===== config.mk =====
export PLATFORM = sky130hd
export DESIGN_NAME = uart_cmd_decoder
export DESIGN_NICKNAME = d
export VERILOG_FILES = /design/src/rtl/uart_cmd_pkg.sv /design/src/rtl/uart_cmd_decoder_counter.sv /design/src/rtl/uart_cmd_decoder.sv
export SDC_FILE = /design/constraint.sdc
export NUM_CORES = 1
export LEC_CHECK = 0
export CAP_MARGIN = 40
export CORE_AREA = 2 2 86 88
export DETAILED_ROUTE_END_ITERATION = 8
export DIE_AREA = 0 0 88 90
export DONT_BUFFER_PORTS = 1
export PLACE_DENSITY = 0.68
export SYNTH_ARGS = -nofsm -noshare
export SYNTH_HDL_FRONTEND = slang
export SYNTH_SLANG_ARGS = --single-unit

===== constraint.sdc =====
create_clock -name clk -period 2.5 [get_ports clk]
set_clock_uncertainty 0.2 [all_clocks]
set_input_delay 0.25 -clock clk [delete_from_list [all_inputs] [get_ports clk]]
set_output_delay 0.25 -clock clk [all_outputs]
set_load 0.1 [all_outputs]

===== src/rtl/uart_cmd_pkg.sv =====
// Shared types, ASCII constants and byte classifiers for the UART command decoder.
package uart_cmd_pkg;

    typedef enum logic [2:0] {
        ST_IDLE    = 3'd0,
        ST_ADDR    = 3'd1,
        ST_DATA    = 3'd2,
        ST_TERM    = 3'd3,
        ST_DISCARD = 3'd4
    } state_e;

    typedef enum logic [1:0] {
        ERR_UNKNOWN_CMD = 2'd0,
        ERR_BAD_HEX     = 2'd1,
        ERR_BAD_TERM    = 2'd2,
        ERR_TIMEOUT     = 2'd3
    } err_code_e;

    localparam logic [7:0] ASCII_CR    = 8'h0D;
    localparam logic [7:0] ASCII_LF    = 8'h0A;
    localparam logic [7:0] ASCII_SPACE = 8'h20;
    localparam logic [7:0] ASCII_W_UC  = 8'h57;
    localparam logic [7:0] ASCII_W_LC  = 8'h77;

    function automatic logic is_hex(input logic [7:0] b);
        return ((b >= 8'h30) && (b <= 8'h39)) ||
               ((b >= 8'h41) && (b <= 8'h46)) ||
               ((b >= 8'h61) && (b <= 8'h66));
    endfunction

    function automatic logic is_term(input logic [7:0] b);
        return (b == ASCII_CR) || (b == ASCII_LF);
    endfunction

    function automatic logic is_cmd(input logic [7:0] b);
        return (b == ASCII_W_UC) || (b == ASCII_W_LC);
    endfunction

    // Only meaningful when is_hex(b) is true.
    function automatic logic [3:0] hex_nibble(input logic [7:0] b);
        logic [7:0] v;
        if (b <= 8'h39)      v = b - 8'h30;
        else if (b <= 8'h46) v = b - 8'h37;
        else                 v = b - 8'h57;
        return v[3:0];
    endfunction

endpackage


===== src/rtl/uart_cmd_decoder_counter.sv =====
// Free-running up-counter with synchronous clear; used for the inter-byte timeout.
module uart_cmd_decoder_counter #(
    parameter int unsigned WIDTH = 8
) (
    input  logic             clk,
    input  logic             i_clear,
    input  logic             i_en,
    output logic [WIDTH-1:0] o_count
);

    always_ff @(posedge clk) begin
        if (i_clear)   o_count <= '0;
        else if (i_en) o_count <= o_count + WIDTH'(1);
    end

endmodule


===== src/rtl/uart_cmd_decoder.sv =====
// Parses "W<a><h..h><CR|LF>" byte streams into register-write strobes with
// error reporting and resynchronisation on the next line terminator.
module uart_cmd_decoder
    import uart_cmd_pkg::*;
#(
    parameter int unsigned DATA_WIDTH     = 16,
    parameter int unsigned TIMEOUT_CYCLES = 10_000_000
) (
    input  logic                  clk,
    input  logic                  i_reset,
    input  logic [7:0]            i_data,
    input  logic                  i_data_valid,
    output logic [3:0]            o_addr,
    output logic [DATA_WIDTH-1:0] o_wdata,
    output logic                  o_wr,
    output logic                  o_err,
    output logic [1:0]            o_err_code,
    output logic                  o_busy
);

    localparam int unsigned NDIG   = DATA_WIDTH / 4;
    localparam int unsigned DCNT_W = $clog2(NDIG + 1);
    localparam int unsigned CNT_W  = (TIMEOUT_CYCLES > 1) ? $clog2(TIMEOUT_CYCLES) : 1;

    state_e                r_state;
    logic [3:0]            r_addr_sh;
    logic [DATA_WIDTH-1:0] r_data_sh;
    logic [DCNT_W-1:0]     r_dcnt;

    state_e                w_state_nxt;
    logic [3:0]            w_addr_sh_nxt;
    logic [DATA_WIDTH-1:0] w_data_sh_nxt;
    logic [DCNT_W-1:0]     w_dcnt_nxt;
    logic                  w_wr_nxt;
    logic                  w_err_nxt;
    logic [1:0]            w_code_nxt;
    logic [CNT_W-1:0]      w_tcount;
    logic                  w_timeout;
    logic                  w_hex;
    logic                  w_term;
    logic [3:0]            w_nib;

    uart_cmd_decoder_counter #(.WIDTH(CNT_W)) u_timeout_cnt (
        .clk     (clk),
        .i_clear (i_reset | i_data_valid | (r_state == ST_IDLE)),
        .i_en    (r_state != ST_IDLE),
        .o_count (w_tcount)
    );

    // A byte arriving in the same cycle always takes priority over the timeout.
    assign w_timeout = (TIMEOUT_CYCLES != 0) && !i_data_valid &&
                       (w_tcount == CNT_W'(TIMEOUT_CYCLES - 1));
    assign w_hex  = is_hex(i_data);
    assign w_term = is_term(i_data);
    assign w_nib  = hex_nibble(i_data);

    always_ff @(posedge clk) begin
        if (i_reset) begin
            r_state    <= ST_IDLE;
            r_addr_sh  <= '0;
            r_data_sh  <= '0;
            r_dcnt     <= '0;
            o_addr     <= '0;
            o_wdata    <= '0;
            o_wr       <= 1'b0;
            o_err      <= 1'b0;
            o_err_code <= '0;
            o_busy     <= 1'b0;
        end else begin
            r_state    <= w_state_nxt;
            r_addr_sh  <= w_addr_sh_nxt;
            r_data_sh  <= w_data_sh_nxt;
            r_dcnt     <= w_dcnt_nxt;
            o_wr       <= w_wr_nxt;
            o_err      <= w_err_nxt;
            o_err_code <= w_code_nxt;
            o_busy     <= (w_state_nxt != ST_IDLE);
            if (w_wr_nxt) begin
                o_addr  <= r_addr_sh;
                o_wdata <= r_data_sh;
            end
        end
    end

    always_comb begin
        w_state_nxt   = r_state;
        w_addr_sh_nxt = r_addr_sh;
        w_data_sh_nxt = r_data_sh;
        w_dcnt_nxt    = r_dcnt;
        w_wr_nxt      = 1'b0;
        w_err_nxt     = 1'b0;
        w_code_nxt    = o_err_code;
        case (r_state)
            ST_IDLE: begin
                if (i_data_valid) begin
                    if (is_cmd(i_data)) begin
                        w_state_nxt = ST_ADDR;
                    end else if (!w_term && (i_data != ASCII_SPACE)) begin
                        w_err_nxt   = 1'b1;
                        w_code_nxt  = ERR_UNKNOWN_CMD;
                        w_state_nxt = ST_DISCARD;
                    end
                end
            end
            ST_ADDR: begin
                if (i_data_valid) begin
                    if (w_hex) begin
                        w_addr_sh_nxt = w_nib;
                        w_dcnt_nxt    = '0;
                        w_state_nxt   = ST_DATA;
                    end else if (w_term) begin
                        w_err_nxt   = 1'b1;
                        w_code_nxt  = ERR_BAD_TERM;
                        w_state_nxt = ST_IDLE;
                    end else begin
                        w_err_nxt   = 1'b1;
                        w_code_nxt  = ERR_BAD_HEX;
                        w_state_nxt = ST_DISCARD;
                    end
                end else if (w_timeout) begin
                    w_err_nxt   = 1'b1;
                    w_code_nxt  = ERR_TIMEOUT;
                    w_state_nxt = ST_IDLE;
                end
            end
            ST_DATA: begin
                if (i_data_valid) begin
                    if (w_hex) begin
                        w_data_sh_nxt = (r_data_sh << 4) | DATA_WIDTH'(w_nib);
                        w_dcnt_nxt    = r_dcnt + DCNT_W'(1);
                        if (r_dcnt == DCNT_W'(NDIG - 1)) w_state_nxt = ST_TERM;
                    end else if (w_term) begin
                        w_err_nxt   = 1'b1;
                        w_code_nxt  = ERR_BAD_TERM;
                        w_state_nxt = ST_IDLE;
                    end else begin
                        w_err_nxt   = 1'b1;
                        w_code_nxt  = ERR_BAD_HEX;
                        w_state_nxt = ST_DISCARD;
                    end
                end else if (w_timeout) begin
                    w_err_nxt   = 1'b1;
                    w_code_nxt  = ERR_TIMEOUT;
                    w_state_nxt = ST_IDLE;
                end
            end
            ST_TERM: begin
                if (i_data_valid) begin
                    if (w_term) begin
                        w_wr_nxt    = 1'b1;
                        w_state_nxt = ST_IDLE;
                    end else begin
                        w_err_nxt   = 1'b1;
                        w_code_nxt  = ERR_BAD_TERM;
                        w_state_nxt = ST_DISCARD;
                    end
                end else if (w_timeout) begin
                    w_err_nxt   = 1'b1;
                    w_code_nxt  = ERR_TIMEOUT;
                    w_state_nxt = ST_IDLE;
                end
            end
            ST_DISCARD: begin
                if (i_data_valid) begin
                    if (w_term) w_state_nxt = ST_IDLE;
                end else if (w_timeout) begin
                    w_state_nxt = ST_IDLE;
                end
            end
            default: w_state_nxt = ST_IDLE;
        endcase
    end

endmodule

Yosys cells after proc, flatten, opt, wreduce, memory -nomap -nowiden:

Cells that the tools add are included.

* flip-flop bits (word level): 75
* input port bits: 11
* output and inout port bits: 25
* word-level logic and storage cells: 109

* add/subtract/negate cells: 5
* order comparisons: 6
* eq/ne operators: 20
* mux-type cells: 43
* bitwise logic cells: 3
* reduce and logical (&&, ||, !) cells: 21

Operators by type and width (number)
* $mux 3: 17
* $add 24x1->24 const B: 1
* $eq 24x24->1 const B: 1
* $mux 2: 9
* $eq 8x4->1 const B: 2
* $eq 8x7->1 const B: 2
* $ge 8x7->1 const B: 2
* $le 8x7->1 const B: 2
* $or 16x4->16: 1
* $pmux 3 s5: 1
* $ne 2x2->1 const B: 6
* $mux 1: 11
* $eq 3x2->1 const B: 3
* $reduce_bool 3->1: 3
* $ge 8x6->1 const B: 1
* $le 8x6->1 const B: 1
* $mux 4: 2
* $ne 8x6->1 const B: 1
* $sub 4x3->4 const B: 2
* $ne 3x3->1 const B: 2
* $pmux 2 s3: 1
* $pmux 3 s2: 1
* $reduce_and 3->1: 2
* $reduce_and 6->1: 1
* 14 further kinds: 23

Depth between registers and ports, before layout:

Gate-level depths: netlist of the first run.

* depth in word-level cells: 9
* depth in mapped cells: 9
* depth with buffers taken out: 7

Cells and area by module:

A second synthesis of the first run with hierarchy kept.

* cell total of the unflattened synthesis: 418
* area, all modules: 3423.3 um2

Modules (own cells, without submodules)
* uart_cmd_decoder: times used 1, cells an instance 293, area each 2331.0 um2, seq. area each 1021.0 um2
* uart_cmd_decoder_counter: times used 1, cells an instance 125, area each 1092.3 um2, seq. area each 480.5 um2

Least setup slack after synthesis of the first run:

OpenSTA, ideal clock, no wires.

* path type: input port to flip-flop
* start: input port i_data[0]
* end: register r_dcnt[0]
* library setup time: 77 ps
* arrival time: 1853 ps
* slack: 371 ps
* cell stages on the path: 7
* buffers on the path: 0
* cells stage by stage: inv_1 -> ha_1 -> nor3b_1 -> a2111oi_4 -> nand4_1 -> or4b_1 -> a41oi_2

* cells in the longest elaborated chain, start to end: 6

RTL lines
* from (decl): RTL line uart_cmd_decoder.sv:11 `input logic [7:0] i_data,`
* $ge 8x6->1 (tied with other cells): RTL line uart_cmd_pkg.sv:26 `return ((b >= 8'h30) && (b <= 8'h39)) ||`
* $logic_and 1x1->1 (on tied branches): RTL line uart_cmd_pkg.sv:26, uart_cmd_pkg.sv:27
* $logic_or 1x1->1: RTL line uart_cmd_pkg.sv:26
* $logic_or 1x1->1 *: RTL line uart_cmd_pkg.sv:27 `((b >= 8'h41) && (b <= 8'h46)) ||`
* $ne 2x2->1 (no source line)
* $reduce_and 5->1 (no source line) *
* to (signal assigned): RTL line uart_cmd_decoder.sv:73 `r_dcnt <= w_dcnt_nxt;`
* to (decl): RTL line uart_cmd_decoder.sv:28 `logic [DCNT_W-1:0] r_dcnt;`

Mark *: on every way between the ends. The rest lies on a longest branch, timed or not.
A chain may end at the register's enable or synchronous reset.

Final worst setup path of the first run:

* start: register r_state[1]
* end: register r_data_sh[12]

* cells in the longest elaborated chain, start to end: 2

RTL lines
* from (decl): RTL line uart_cmd_decoder.sv:25 `state_e r_state;`
* from (signal assigned): RTL line uart_cmd_decoder.sv:70 `r_state <= w_state_nxt;`
* $eq 3x2->1: RTL line uart_cmd_decoder.sv:93 `case (r_state)`
* $reduce_and 3->1 (no source line)
* to (signal assigned): RTL line uart_cmd_decoder.sv:72 `r_data_sh <= w_data_sh_nxt;`
* to (decl): RTL line uart_cmd_decoder.sv:27 `logic [DATA_WIDTH-1:0] r_data_sh;`

No other way between the ends.

==> results.toml, run 1 <==
[run]
drv_cap = 0

[sta]
tns_ns = 0
fin_crit_ns = 2.342
timing.fmax_mhz = 427.0
rsz0062_at_grt = "false"
tightest_slew_ns = 0.4907
fin_crit_sh_pct = 93.68
setup_violations = 0
slew_violations = 0
timing.final.hold_violations = 0
relSlewSlack_pct = 66.35
fin_ws_ns = 0.1580

[synth]
netlist_area_mm2 = 0.003408
synth_top_area_share_pct = 44.05
synth-seq-area-share_pct = 44.05
syn-num-nets = 403
synthFlopType = "dfxtp_1"
syn-instance-count = 384
post_synth.cell_area_avg_um2 = 8.876
ys_types = 49
synth_edf_count = 0
synth_top_area_cell = "dfxtp_1"
synth.area.top_cells = "dfxtp_1 (44%), nor2_1 (6.9%), mux2i_1 (6.8%), nand2_1 (4.6%), xnor2_1 (4.1%)"
async_flop_share_pct = 0
yosysWarnings = 0
synth-seq-cells = 75

[clock_network]
cts_tree = "built"
clk_transition_reported_paths_ns = 0.09
cts_setup_buffers = 0
clkLatencyLatePin_ns = 0.35
cts_root_buf = "clkbuf_8"
cts.sinks = 75
numCtsBuffers = 9
clockBufferDepth = 2
htree_levels = 3
post_cts_resized = 0
holdBufCountCts = 5

[grt]
grt_pass1_wl_um = 11770
grt.overflow.total = 0
antenna_found_initial = 0
track_usage_pct = 18.50
grt_pass1_vias = 2547
grt_max_degree = 49

[setup_path]
r2r_end = "r_data_sh[12]$_SDFFE_PP0P_"
end_kind = "register"
required_ns = 2.60
cpPeakStageDelay_ns = 0.57
critical_path_buf_inv_count = 2
crit_top_cell = "nand2_1"
crit_family = "buffers and inverters"
path_max_fanout = 19
worst_path_max_delay_cell = "dfxtp_1"
arrival_ns = 2.44
r2r_slack_ns = 0.16
worst_setup_path_start_kind = "register"
crit_chain = "nand2_1 > nor3_1 > and3_1 > buf_4 > nand2_1 > a21oi_1 > dlygate4sd3_1"
r2r_start = "r_state[1]$_SDFF_PP0_"
criticalPathCategory = "reg -> reg"
reg2reg_depth = 7

[power]
leakagePower_nw = 1.361
power.density_mw_per_mm2 = 600.3
peakVddDrop_v = 0.0002911

[cells_and_area]
areaGrowthSynthToFinish_pct = 16.34
nets = 428
diodes = 0
drive_gt1_share_pct = 13.04

[drt]
wl_per_cell_um = 13.27
dr_wl_met2_um = 3201
via_per_inst = 5.318
wl_um = 6810
vias = 2728
drtAntennaViolNets = 0
wl_met3_um = 256
dr.pass1.iters = 4
drtIter0Drc = 170
wl_met1_um = 3286
drc_errors = 0
top_layer_used = "met4"

[die]
start_util_pct = 48.55
row_count = 31
die_w_um = 88
ios = 36
die_h_um = 90
coreArea_mm2 = 0.007020
die_area_mm2 = 0.007920

[placement]
gp_congestion = 0.8203
post-place-ws_ns = 0.2012
dp_hpwl_um = 4737
port_buffers = 0

[worst_hold_path]
hold_end = "r_dcnt[0]$_SDFFE_PP0P_"
hold_path_depth = 3
hold_class = "in -> reg"
hp-start = "i_data_valid"

[outcome]
status = "completed"
[Yosys cell counts, types with 2 or more instances]
master    count
dfxtp_1      75
nor2_1       63
nand2_1      42
mux2i_1      23
a21oi_1      16
xnor2_1      16
clkbuf_1     15
nand3_1      11
inv_1        10
nor4_1        9
ha_1          8
xor2_1        8
nand4_1       7
a211oi_1      6
buf_2         6
nor3_1        6
o21ai_0       6
and3_1        5
and4_1        4
or3_1         4
a311oi_1      3
and2_1        3
nor4b_1       3
nor4bb_1      3
a211o_1       2
a22oi_1       2
nand2b_1      2
nand4b_1      2
o211ai_1      2
o21bai_1      2
o41ai_1       2
[cell families after synthesis]
logic type	synth area share [%]
xor gates and xnor gates	6.167
and+or+nand+nor	24.05
DFF	44.05
AOI/OAI and AO/OA	11.67
adders and majority gates	3.231
muxes	7.085
buffers and inverters	3.744
[through the flow]
stage	std cells	instance area (um2)	utilization (%)	hold slack [ns]	power [mW]
3_5_place_dp	492	3680	52.41	0.1263	1.354
6_report	513	3965	56.48	0.03112	2.380
4_1_cts	513	3965	56.48	0.01601	2.406
5_1_grt	513	3965	56.48	0.03005	2.471
2_1_floorplan	384	3408	-	0.2159	1.342
3_3_place_gp	492	3680	52.41	0.1260	1.352
[registers in the layout, summed over array words and instances (netlist names), 2 cells and up]
signal,cells
u_timeout_cnt.o_count,24
o_wdata,16
r_data_sh,16
o_addr,4
r_addr_sh,4
r_dcnt,3
r_state,3
o_err_code,2
[tightest hold or removal path, cell delays in order]
cell and delay (ns):
nand4_1 0.06, nand2_1 0.07, a41oi_2 0.15
[final cells by class]
| cell class | count | area [um2] |
|---|---|---|
| inverters | 11 | 41.29 |
| clock inverters | 7 | 101.3 |
| fillers | 648 | 3055 |
| repair buffers | 35 | 285.3 |
| clock buffers | 9 | 123.9 |
| multi-input cells | 277 | 1788 |
| flip-flops and latches | 75 | 1501 |
| well taps | 99 | 123.9 |
[worst max-delay path by stage]
stage,startpoint,endpoint,cells past startpoint
5_1_grt,r_state[1]$_SDFF_PP0_,r_data_sh[12]$_SDFFE_PP0P_,7
4_1_cts,r_state[1]$_SDFF_PP0_,r_data_sh[12]$_SDFFE_PP0P_,7
3_3_place_gp,i_data[0],r_dcnt[0]$_SDFFE_PP0P_,7
2_1_floorplan,i_data[0],r_dcnt[0]$_SDFFE_PP0P_,7
3_5_place_dp,i_data[1],r_dcnt[0]$_SDFFE_PP0P_,7
6_report,r_state[1]$_SDFF_PP0_,r_data_sh[12]$_SDFFE_PP0P_,7
[report_power, final]
| group | leakage (nW) | total [mW] | internal [mW] | switching, mW |
|---|---|---|---|---|
| clock network | 0.111 | 1.03 | 0.570 | 0.464 |
| registers | 0.605 | 1.21 | 1.20 | 0.00740 |
| logic | 0.645 | 0.137 | 0.0446 | 0.0924 |
| total | 1.36 | 2.38 | 1.82 | 0.564 |
[cells in the final DEF, fill, tap and decap left out, types with 3 or more instances in the layout]
master,instances
a211oi_1,6
a21oi_1,16
a311oi_1,3
and2_1,3
and3_1,5
and4_1,4
buf_4,30
clkbuf_8,9
dfxtp_1,75
dlygate4sd3_1,4
ha_1,8
inv_1,10
mux2i_1,23
nand2_1,42
nand3_1,11
nand4_1,7
nor2_1,63
nor3_1,6
nor4_1,9
nor4b_1,3
nor4bb_1,3
o21ai_0,6
or3_1,4
xnor2_1,16
xor2_1,8
[routing by layer]
layer,track usage [%],vias to the layer above
li1,-,1402
met1,26.30,1271
met2,26.77,49
met3,4.316,6
met4,7.564,0
met5,0,-
No activity file was read; power rests on OpenSTA's default activity.
==> run 2: changes to the inputs <==
Settings changed: CORE_AREA 2 2 86 88 to 2 2 96 98, DIE_AREA 0 0 88 90 to 0 0 98 100, PLACE_DENSITY 0.68 to 0.57, REMOVE_ABC_BUFFERS set to 1.
==> run 2 against run 1 <==
  * Final area hardly changed
  * Global-route usage decreased by 3.7 points
  * Register-to-register slack improved by 0.15 ns
  * Critical path depth did not move
  * Die area up 24%
  * Core utilization decreased by 12 points
  * Total power is 6.8% lower
  * Highest routed layer unchanged
==> results.toml, run 2 (same netlist as run 1, synthesis figures left out) <==
[setup_path]
worst_setup_path_start_kind = "register"
criticalPathCategory = "reg -> reg"
crit_family = "buffers and inverters"
startpoint = "r_state[1]$_SDFF_PP0_"
path_max_fanout = 19
crit_top_cell = "nand2_1"
arrival_ns = 2.30
worst_path_max_delay_cell = "dlygate4sd3_1"
critical_path_buf_inv_count = 2
r2r_start = "r_state[1]$_SDFF_PP0_"
cpPeakStageDelay_ns = 0.55
required_ns = 2.60
crit_chain = "nand2_1 > nor3_1 > and3_1 > buf_4 > nand2_1 > a21oi_1 > dlygate4sd3_1"
end_kind = "register"
r2r_slack_ns = 0.31

[grt]
track_usage_pct = 14.77
grt_max_degree = 49
grt.overflow.total = 0
antenna_found_initial = 0
grt_pass1_vias = 2617
grt_pass1_wl_um = 11920

[outcome]
status = "completed"

[clock_network]
cts_tree = "built"
htree_levels = 3
clockBufferDepth = 2
clk_transition_reported_paths_ns = 0.09
cts.sinks = 75
numCtsBuffers = 9
clkLatencyLatePin_ns = 0.35
cts_root_buf = "clkbuf_8"

[sta]
fin_crit_sh_pct = 87.76
tightest_slew_ns = 0.5456
fin_crit_ns = 2.194
holdWs_ns = 0.01671
timing.fmax_mhz = 455.8
setup_violations = 0
timing.final.hold_violations = 0
rsz0062_at_grt = "false"
slew_violations = 0
relSlewSlack_pct = 62.59

[drt]
via_per_inst = 5.131
drtIter0Drc = 125
drc_errors = 0
vias = 2704
drtAntennaViolNets = 0
wl_um = 6930
wl_per_cell_um = 13.15
dr.pass1.iters = 4

[cells_and_area]
nFillCells = 877
fin_util_pct = 44.62
mostFrequentLayoutCells = "dfxtp_1 (74), nor2_1 (63), nand2_1 (42), buf_4 (31), mux2i_1 (23)"
drive_gt1_share_pct = 13.70
final_cell_area_mm2 = 0.003966
nets = 430
largest_reg_flops = 24
diodes = 0
largest-register = "u_timeout_cnt.o_count"
largest_registers = "u_timeout_cnt.o_count: 24 flops, o_wdata: 16 flops, r_data_sh: 16 flops"
stdcell_count = 527
areaGrowthSynthToFinish_pct = 16.37
final_common_cell = "dfxtp_1"

[power]
power.density_mw_per_mm2 = 559.0
leakagePower_nw = 1.353
peakVddDrop_v = 0.0001940

[die]
start_util_pct = 38.34
die_h_um = 100
row_count = 35
die_area_mm2 = 0.009800
coreArea_mm2 = 0.008890
die_w_um = 98
ios = 36

[placement]
dp_hpwl_um = 4681
placed_cell_area_mm2 = 0.003722
port_buffers = 0
gp_congestion = 0.9024
dp.cells = 506

[run]
drv_cap = 0

[worst_hold_path]
hold_class = "in -> reg"
hp-start = "i_data[3]"
## run 2: cell types whose count changed in the layout (fill, tap and decap cells not counted)
cell	before	now
buf_4	30	31
inv_6	0	3
bufinv_16	2	0
dfxtp_2	0	1
dfxtp_1	75	74
buf_12	1	2
clkinv_4	2	1
## run 2: layer usage
metal	part of all wire, %	wire length, um	GRT usage (%)	vias to the layer above
li1	-	-	-	1399
met1	48	3303	18.35	1246
met2	47	3232	24.29	53
met3	4.4	303	4.109	6
met4	1.3	91	6.090	0
met5	0	0	0	-
## run 2: power breakdown
group	leakage (nW)	switching (mW)	internal, mW	total (mW)
registers	0.605	0.00710	1.20	1.21
logic	0.655	0.0920	0.0461	0.138
clock network	0.0925	0.493	0.377	0.871
## run 2: stage by stage
step | setup TNS, ns | worst slack, ns | power [mW]
after floorplan | -12.09 | -0.5822 | 1.328
after global placement | 0 | 0.2786 | 1.354
after detailed placement | 0 | 0.1975 | 1.355
after CTS | 0 | 0.1629 | 2.248
after global routing | 0 | 0.08210 | 2.311
final | 0 | 0.3060 | 2.217
## run 2: final timing paths
check,cells past startpoint,to
setup / recovery,7,r_data_sh[12]$_SDFFE_PP0P_
hold / removal,2,r_addr_sh[3]$_SDFFE_PP0P_
setup reg to reg,7,r_data_sh[12]$_SDFFE_PP0P_
hold reg to reg,1,u_timeout_cnt.o_count[0]$_SDFFE_PP0N_
## run 2: final cells by class
class	count	area, um2	share of cell area [%]
Multi-Input combinational cell	277	1788	45.08
Sequential cell	75	1503	37.89
Timing Repair Buffer	37	312.8	7.886
Tap cell	111	138.9	3.502
Clock buffer	9	123.9	3.123
Clock inverter	7	58.81	1.483
Inverter	11	41.29	1.041
## run 2: timing repair
action / in CTS / in global routing
hold buffers: 5 / 0
setup endpoints to repair: 0 / 1
hold endpoints to repair: 51 / 0
buffers inserted: 0 / 0
gates resized for setup: 0 / 1
==> run 3: changes to the inputs <==
Settings changed: CELL_PAD_IN_SITES_DETAIL_PLACEMENT set to 0, CELL_PAD_IN_SITES_GLOBAL_PLACEMENT set to 2, CORE_AREA 2 2 96 98 to 2 2 120 122, DIE_AREA 0 0 98 100 to 0 0 122 124, PLACE_DENSITY 0.57 to 0.58.
==> run 3 against run 2 <==
  * Final area increased by 5.0%
  * Non-clock buffer count down 1
  * Clock power rose by 48%
  * Largest cell class unchanged
  * Final cell count up 13%
  * Maximum frequency decreased by 2.5%
  * Via count up 0.48%
  * First-iteration DRC count increased by 8.8%
==> results.toml, run 3 (same netlist as run 1, synthesis figures left out) <==
[outcome]
status = "completed"

[sta]
timing.final.hold_violations = 0
fin_ws_ns = 0.2495
relSlewSlack_pct = 66.92
fin_crit_ns = 2.250
fin_crit_sh_pct = 90.02
slew_violations = 0
holdWs_ns = 0.03228
rsz0062_at_grt = "false"
timing.fmax_mhz = 444.4
tns_ns = 0
tightest_slew_ns = 0.4894
setup_violations = 0

[drt]
top_layer_used = "met4"
drtAntennaViolNets = 0
wl_per_cell_um = 13.85
dr.pass1.iters = 4
dr_wl_met2_um = 3581
wl_met3_um = 331
vias = 2717
drc_errors = 0
wl_um = 8225
wl_met1_um = 4197
drtIter0Drc = 136
via_per_inst = 4.574

[cells_and_area]
largest-register = "u_timeout_cnt.o_count"
stdcell_count = 594
diodes = 0
drive_gt1_share_pct = 13.77
fin_util_pct = 30.37
mostFrequentLayoutCells = "dfxtp_1 (75), nor2_1 (63), nand2_1 (42), buf_4 (32), mux2i_1 (23)"
final_cell_area_mm2 = 0.004167
largest_reg_flops = 24
final_common_cell = "dfxtp_1"
areaGrowthSynthToFinish_pct = 22.25
largest_registers = "u_timeout_cnt.o_count: 24 flops, o_wdata: 16 flops, r_data_sh: 16 flops"
nets = 429

[placement]
placed_cell_area_mm2 = 0.003836
dp_hpwl_um = 5430
port_buffers = 0
post-place-ws_ns = 0.1385
dp.cells = 577
gp_congestion = 0.7185

[clock_network]
numCtsBuffers = 9
clockBufferDepth = 2
cts.sinks = 75
cts_root_buf = "clkbuf_16"
clk_transition_reported_paths_ns = 0.06
htree_levels = 3
cts_tree = "built"
clkLatencyLatePin_ns = 0.33

[worst_hold_path]
hold_class = "in -> reg"

[setup_path]
r2r_slack_ns = 0.25
path_max_fanout = 5
required_ns = 2.50
end_kind = "register"
criticalPathCategory = "reg -> reg"
worst_setup_path_start_kind = "register"
arrival_ns = 2.25

[die]
ios = 36
die_w_um = 122
start_util_pct = 24.84
die_area_mm2 = 0.01513
die_h_um = 124
coreArea_mm2 = 0.01372
row_count = 43

[power]
leakagePower_nw = 1.400
power_mw = 2.642
peakVddDrop_v = 0.0002659
power.density_mw_per_mm2 = 634.2

[grt]
grt_pass1_wl_um = 13660
track_usage_pct = 11.62
grt_max_degree = 49
antenna_found_initial = 0
grt_pass1_vias = 2664
grt.overflow.total = 0

[run]
drv_cap = 0
-- run 3: worst paths after layout --
kind,cells past startpoint,endpoint,start
min,2,o_wdata[13]$_SDFFE_PP0P_,i_reset
max,6,o_busy$_SDFF_PP0_,u_timeout_cnt.o_count[0]$_SDFFE_PP0N_
min reg2reg,2,r_data_sh[12]$_SDFFE_PP0P_,r_data_sh[12]$_SDFFE_PP0P_
max reg2reg,6,o_busy$_SDFF_PP0_,u_timeout_cnt.o_count[0]$_SDFFE_PP0N_
-- run 3: what timing repair did --
| action | CTS | global route |
|---|---|---|
| resized for setup | 0 | 1 |
| hold endpoints to repair | 50 | 0 |
| buffers inserted | 0 | 0 |
| hold buffers | 2 | 0 |
| setup endpoints to repair | 0 | 1 |
-- run 3: report_power, final --
| part | switching, mW | internal (mW) | total [mW] |
|---|---|---|---|
| Sequential | 0.00860 | 1.20 | 1.21 |
| Clock | 0.491 | 0.795 | 1.29 |
| Combinational | 0.0952 | 0.0491 | 0.144 |
| Total | 0.595 | 2.05 | 2.64 |
-- run 3: final cells by class --
type / count / area, um2
clock buffers: 11 / 242.7
clock inverters: 4 / 51.30
fillers: 1416 / 9553
inverters: 11 / 41.29
multi-input cells: 277 / 1794
flip-flops and latches: 75 / 1501
well taps: 180 / 225.2
repair buffers: 36 / 310.3
-- run 3: critical path, stage by stage, from the launching register on --
cell and delay, ns:
dfxtp_1 0.37, ha_1 0.19, and3_1 0.29, nand4_1 0.27
or2_2 0.38, a311oi_2 0.31, a31oi_1 0.13
-- run 3: metal layers --
| metal | vias up | global-route usage [%] |
|---|---|---|
| met2 | 51 | 16.90 |
| met3 | 8 | 2.747 |
| met4 | 0 | 5.029 |
| met5 | - | 0 |
| li1 | 1401 | - |
| met1 | 1257 | 16.32 |
